$ cat src/rtl/cpa_seg_pipe.sv
// -----------------------------------------------------------------------------
// cpa_seg_pipe
//   Pipelined, segmented carry-propagate adder computing A + B + Cin over WIDTH
//   bits. Each pipeline stage ripples one SEG_WIDTH-bit segment through a chain
//   of full-adder cells and registers the segment sum and its carry-out. Upper,
//   not-yet-added A/B segments travel alongside in skew registers, and lower,
//   already-resolved sum segments are forwarded unchanged. The result emerges
//   NUM_SEG advancing cycles after acceptance.
//
// Ports
//   clk        in   1      clock, rising edge
//   reset      in   1      synchronous, active-high reset
//   in_valid   in   1      in_a/in_b/in_cin hold a valid operation
//   in_ready   out  1      operation accepted this cycle when in_valid is high
//   in_a       in   WIDTH  operand A (carry-save sum vector)
//   in_b       in   WIDTH  operand B (carry-save carry vector, pre-shifted)
//   in_cin     in   1      carry into bit 0
//   out_valid  out  1      out_sum/out_cout hold a valid result
//   out_ready  in   1      consumer accepts the result this cycle
//   out_sum    out  WIDTH  (A + B + Cin) mod 2^WIDTH
//   out_cout   out  1      carry out of bit WIDTH-1
// -----------------------------------------------------------------------------
module cpa_seg_pipe #(
    parameter int unsigned WIDTH     = 64,
    parameter int unsigned SEG_WIDTH = 16
) (
    input  logic             clk,
    input  logic             reset,
    input  logic             in_valid,
    output logic             in_ready,
    input  logic [WIDTH-1:0] in_a,
    input  logic [WIDTH-1:0] in_b,
    input  logic             in_cin,
    output logic             out_valid,
    input  logic             out_ready,
    output logic [WIDTH-1:0] out_sum,
    output logic             out_cout
);

    localparam int unsigned NUM_SEG = WIDTH / SEG_WIDTH;

    // Per-stage pipeline registers
    logic             r_v   [NUM_SEG];
    logic             r_c   [NUM_SEG];
    logic [WIDTH-1:0] r_a   [NUM_SEG];
    logic [WIDTH-1:0] r_b   [NUM_SEG];
    logic [WIDTH-1:0] r_sum [NUM_SEG];

    // Per-stage inputs (from the previous stage, or the ports for stage 0)
    logic             w_src_v   [NUM_SEG];
    logic             w_src_c   [NUM_SEG];
    logic [WIDTH-1:0] w_src_a   [NUM_SEG];
    logic [WIDTH-1:0] w_src_b   [NUM_SEG];
    logic [WIDTH-1:0] w_src_sum [NUM_SEG];

    // Per-stage results to be registered
    logic [WIDTH-1:0] w_next_sum [NUM_SEG];
    logic             w_next_c   [NUM_SEG];

    logic w_adv;
    logic w_carry;
    logic w_bit_a;
    logic w_bit_b;

    // The whole pipe moves together: a stalled output freezes every stage, so
    // no bubbles are ever squeezed out.
    always_comb begin
        w_adv   = !r_v[NUM_SEG-1] || out_ready;
        w_carry = 1'b0;
        w_bit_a = 1'b0;
        w_bit_b = 1'b0;
        for (int unsigned k = 0; k < NUM_SEG; k++) begin
            if (k == 0) begin
                w_src_v[k]   = in_valid;
                w_src_c[k]   = in_cin;
                w_src_a[k]   = in_a;
                w_src_b[k]   = in_b;
                w_src_sum[k] = '0;
            end else begin
                w_src_v[k]   = r_v[k-1];
                w_src_c[k]   = r_c[k-1];
                w_src_a[k]   = r_a[k-1];
                w_src_b[k]   = r_b[k-1];
                w_src_sum[k] = r_sum[k-1];
            end

            // Ripple of full-adder cells across segment k; all other bits of
            // the sum vector pass through untouched.
            w_next_sum[k] = w_src_sum[k];
            w_carry       = w_src_c[k];
            for (int unsigned j = 0; j < SEG_WIDTH; j++) begin
                w_bit_a = w_src_a[k][k*SEG_WIDTH + j];
                w_bit_b = w_src_b[k][k*SEG_WIDTH + j];
                w_next_sum[k][k*SEG_WIDTH + j] = w_bit_a ^ w_bit_b ^ w_carry;
                w_carry = (w_bit_a & w_bit_b) | (w_carry & (w_bit_a ^ w_bit_b));
            end
            w_next_c[k] = w_carry;
        end
    end

    always_ff @(posedge clk) begin
        if (reset) begin
            for (int unsigned k = 0; k < NUM_SEG; k++) begin
                r_v[k]   <= 1'b0;
                r_c[k]   <= 1'b0;
                r_a[k]   <= '0;
                r_b[k]   <= '0;
                r_sum[k] <= '0;
            end
        end else if (w_adv) begin
            for (int unsigned k = 0; k < NUM_SEG; k++) begin
                r_v[k]   <= w_src_v[k];
                r_c[k]   <= w_next_c[k];
                r_a[k]   <= w_src_a[k];
                r_b[k]   <= w_src_b[k];
                r_sum[k] <= w_next_sum[k];
            end
        end
    end

    assign in_ready  = w_adv;
    assign out_valid = r_v[NUM_SEG-1];
    assign out_sum   = r_sum[NUM_SEG-1];
    assign out_cout  = r_c[NUM_SEG-1];

endmodule
$ cat config.mk
export PLATFORM = sky130hd
export DESIGN_NAME = cpa_seg_pipe
export DESIGN_NICKNAME = d
export VERILOG_FILES = /design/src/rtl/cpa_seg_pipe.sv
export SDC_FILE = /design/constraint.sdc
export NUM_CORES = 1
export LEC_CHECK = 0
export CAP_MARGIN = 20
export CORE_MARGIN = 2
export CORE_UTILIZATION = 28
export CTS_CLUSTER_SIZE = 20
export DETAILED_ROUTE_END_ITERATION = 10
export PLACE_DENSITY_LB_ADDON = 0.12
export SKIP_LAST_GASP = 1
export SLEW_MARGIN = 20
export SYNTH_ARGS = -nofsm -noshare
export SYNTH_HDL_FRONTEND = slang
export SYNTH_SLANG_ARGS = --single-unit
$ cat constraint.sdc
create_clock -name clk -period 31.2 [get_ports clk]
set_input_delay 4.68 -clock clk [delete_from_list [all_inputs] [get_ports clk]]
set_output_delay 4.68 -clock clk [all_outputs]
set_load 0.05 [all_outputs]
Word level (Yosys, flattened, before mapping)
Memory sizes are Yosys's and may differ from the RTL's.
Index checks and enable logic that the tools add are counted.

word-level totals
  memories = 5
  register bits = 0
  input port bits = 133
  output and inout bits = 67
  word-level logic and storage cells = 372
  RAM bits = 776

operators by class
  reduce and logical (&&, ||, !) cells = 2
  bitwise gates (word level) = 340
  mux-type cells = 25

memories
  memory  words  bits a word  read ports  clocked after memory_dff  wr ports  line  source
  r_a     4      64           3           0                         4         45    logic [WIDTH-1:0] r_a [NUM_SEG];
  r_b     4      64           3           0                         4         46    logic [WIDTH-1:0] r_b [NUM_SEG];
  r_sum   4      64           4           0                         4         47    logic [WIDTH-1:0] r_sum [NUM_SEG];
  r_c     4      1            4           0                         4         44    logic r_c [NUM_SEG];
  r_v     4      1            4           0                         4         43    logic r_v [NUM_SEG];

operators by type and width
  cell              number
  $mux 64           12
  $and 1x1->1       128
  $xor 1x1->1       128
  $or 1x1->1        84
  $mux 1            13
  $logic_not 1->1   1
  $logic_or 1x1->1  1

Logic depth before layout (Yosys ltp)
An unclocked memory read counts as a cell.

  depth in word-level cells = 35
  gate-level depth with buffers = 20
  gate-level depth less buffers = 20

Worst setup path before layout
OpenSTA, ideal clock, no wires.

  kind = input to register
  from = in reset
  to = mem r_a[1][36] (netlist: r_a[0][100]), enable pin
  path buffers = 2
  library setup time = 0.789 ns
  arrival = 13.673 ns
  path slack = 16.738 ns
  required time = 30.411 ns
  stages on the path = 3
  cell sequence = buf_2 > buf_2 > nand2b_1

RTL lines
  what             line  source
  start, declared  28    input logic reset,
  end, declared    45

==> reports/qor.yml <==
synth:
  yosys_warnings: 0
  syn_area_per_cell_um2: 17.6
  mappedNetlistArea_um2: 16900
  synth_cells: 956
  synth_flop_cell: "edfxtp_1"
  yosys-top-cells-area: "edfxtp_1, nor3b_2, nor3b_1"
  yosysMostFrequentCell: "edfxtp_1"
  syn_nets: 1153
  synth-edff-count: 360
  synth_commonest_cells: "edfxtp_1, nor3b_1, nor3b_2, buf_4, fa_1"
  yosysUniqueCellTypes: 13
  ys_seq_elements: 360
  synth_top_area_cell: "edfxtp_1"
  synthArstFlopShare_pct: 0
  yosysSeqAreaShare_pct: 64.1
  synth_top_area_share_pct: 64.1
power:
  p_leak_nw: 7.39
  seqPwrFrac_pct: 50.7
  clkPwrFrac_pct: 40.2
  peakVddDrop_mv: 0.0313
  power.switching_w: 0.000254
  switching_share_pct: 22.4
  power.density_nw_per_um2: 56.4
  p_int_w: 0.000880
  p_comb_share_pct: 9.1
cells_and_area:
  drive_gt1_share_pct: 22.5
  n_antenna_cell: 0
  area_growth_pct: 19.4
  nNetsFinal: 1266
timing:
  relSlewSlack_pct: 23.6
  drv_slew: 0
  fin_ws_ns: 19.89
  tns_ns: 0
  rsz0062_at_grt: "no"
  fin_crit_sh_pct: 36.3
  tightest_slew_ns: 1.15
  finalSetupViolCount: 0
  finalHoldViolCount: 0
  max_freq_mhz: 88.4
  final.setup_skew_ns: 0.0130
  layout_min_cycle_time_ns: 11.31
hold_path:
  hold_path_class: "reg -> reg"
floorplanning:
  num_rows: 89
  core_um2: 59200
  die_area_um2: 62200
  die_width_um: 249
  io_pins: 200
  dieHeight_um: 249
  start_util_pct: 28.4
clocking:
  h-tree-depth: 2
  cts.repair.resized: 0
  post_cts_buffers: 0
  cts_tree: "built"
  cts_sinks: 360
  clock_path_buffers: 3
  hold_buffers: 0
  worstSkewPairLatency_ns: 0.56
  cts_made_buffers: 44
  path_clk_slew_ns: 0.06
  cts_root_buf: "clkbuf_16"
global_routing:
  gr-usage-all-layers_pct: 10.4
  grt_start_max_net_pins: 186
  grt_pass1_wl_um: 50700
  first_global_vias: 8411
  overflow: 0
  antenna_found_initial: 8
detailed_routing:
  drt.antenna.violating_nets: 0
  drt_pass1_iterations: 4
  drtIter0Drc: 449
  drcViolationCount: 0
  routed-via-count: 7903
  avgRoutedWirePerCell_um: 17.2
  vias_per_cell: 4.23
  routed_wl_um: 32100
worst_setup_path:
  cp.required_ns: 31.59
  start_kind: "input pin"
  critPathMaxFanout: 1
  worstSetupPathType: "in -> reg"
  setup.worst_path.end_class: "flop"
  cp.arrival_ns: 11.71
place:
  gp_congestion: 0.684
  port_buffers: 199
  dpl.hpwl_um: 18100
  dp_slack_ns: 19.23
run_status:
  outcome: "complete, no violations"
job:
  drv_cap: 0
==> cells by family (layout without fill, tap and decap cells) <==
family | after synthesis | in the layout | share of synthesized area (%)
buffers and inverters | 170 | 310 | 6.93
flip-flops | 360 | 360 | 64.1
AND/OR/NAND/NOR | 362 | 362 | 21.3
adder cells (fa/ha/maj) | 64 | 64 | 7.60
==> power by group through the flow <==
stage                     sequential [W]  clock (W)  combinational [W]
after global routing            0.000578   0.000495           0.000113
after floorplan                 0.000583          0          0.0000737
after detailed placement        0.000585          0           0.000105
after global placement          0.000584          0           0.000105
final                           0.000575   0.000456           0.000103
after CTS                       0.000575   0.000478           0.000106
==> cell usage in the layout (no fill, tap or decap), types with 2 or more instances in the layout <==
cell type / instances
inv_1: 25
clkinv_1: 5
clkinv_2: 6
fa_1: 64
clkdlybuf4s50_1: 198
nor3b_2: 169
nor3_2: 10
edfxtp_1: 360
nor3b_1: 181
clkbuf_16: 45
buf_12: 2
clkbuf_1: 16
buf_4: 9
==> per-stage QoR <==
step	cell area [µm²]	std cells	util, %	power [W]	hold WS (ns)
floorplan	16900	956	-	0.000657	0.537
global placement	18900	1796	31.9	0.000689	0.543
detailed placement	18900	1796	31.9	0.000690	0.550
CTS	20100	1869	33.9	0.00116	0.566
global route	20100	1869	34.0	0.00119	0.576
finish	20100	1869	34.0	0.00113	0.557
==> per-layer routing <==
metal	track usage, %	wire length, µm	vias to the layer above
met5	0	105	-
met4	3.86	991	16
met3	3.21	1870	73
met2	15.3	14300	149
met1	14.4	14800	3975
li1	-	-	3690
==> layout make-up <==
cell class	count	area, µm²
well taps	773	967
multi-input cells	426	4880
inverters	26	97.6
clock buffers	61	1190
flip-flops and latches	360	10800
clock inverters	12	56.3
repair buffers	211	2120
fillers	5749	39100
==> path summary, 6_finish.rpt <==
kind	start	to	slack, ns	depth (start not counted)
worst min-delay path	r_sum[0][169]	r_sum[0][233]	0.56	1
worst max-delay path	in_a[0]	r_sum[0][15]	19.89	21
worst max register to register	r_c[0][0]	r_sum[0][95]	22.88	20
worst min register to register	r_sum[0][169]	r_sum[0][233]	0.56	1
==> critical path, stage by stage <==
cell and delay, ns:
clkdlybuf4s50_1 0.43, fa_1 0.44, fa_1 0.40, fa_1 0.39
fa_1 0.42, fa_1 0.40, fa_1 0.39, fa_1 0.39
fa_1 0.40, fa_1 0.39, fa_1 0.43, fa_1 0.41
fa_1 0.41, fa_1 0.37, inv_1 0.07, fa_1 0.20
inv_1 0.06, fa_1 0.35, inv_1 0.07, fa_1 0.42
nor3_2 0.17
==> state kept, by name (all words and copies together), names as in the netlist <==
name,count
r_sum,160
r_v,4
r_c,4
r_a,96
r_b,96
No activity file was read; power rests on OpenSTA's default activity.
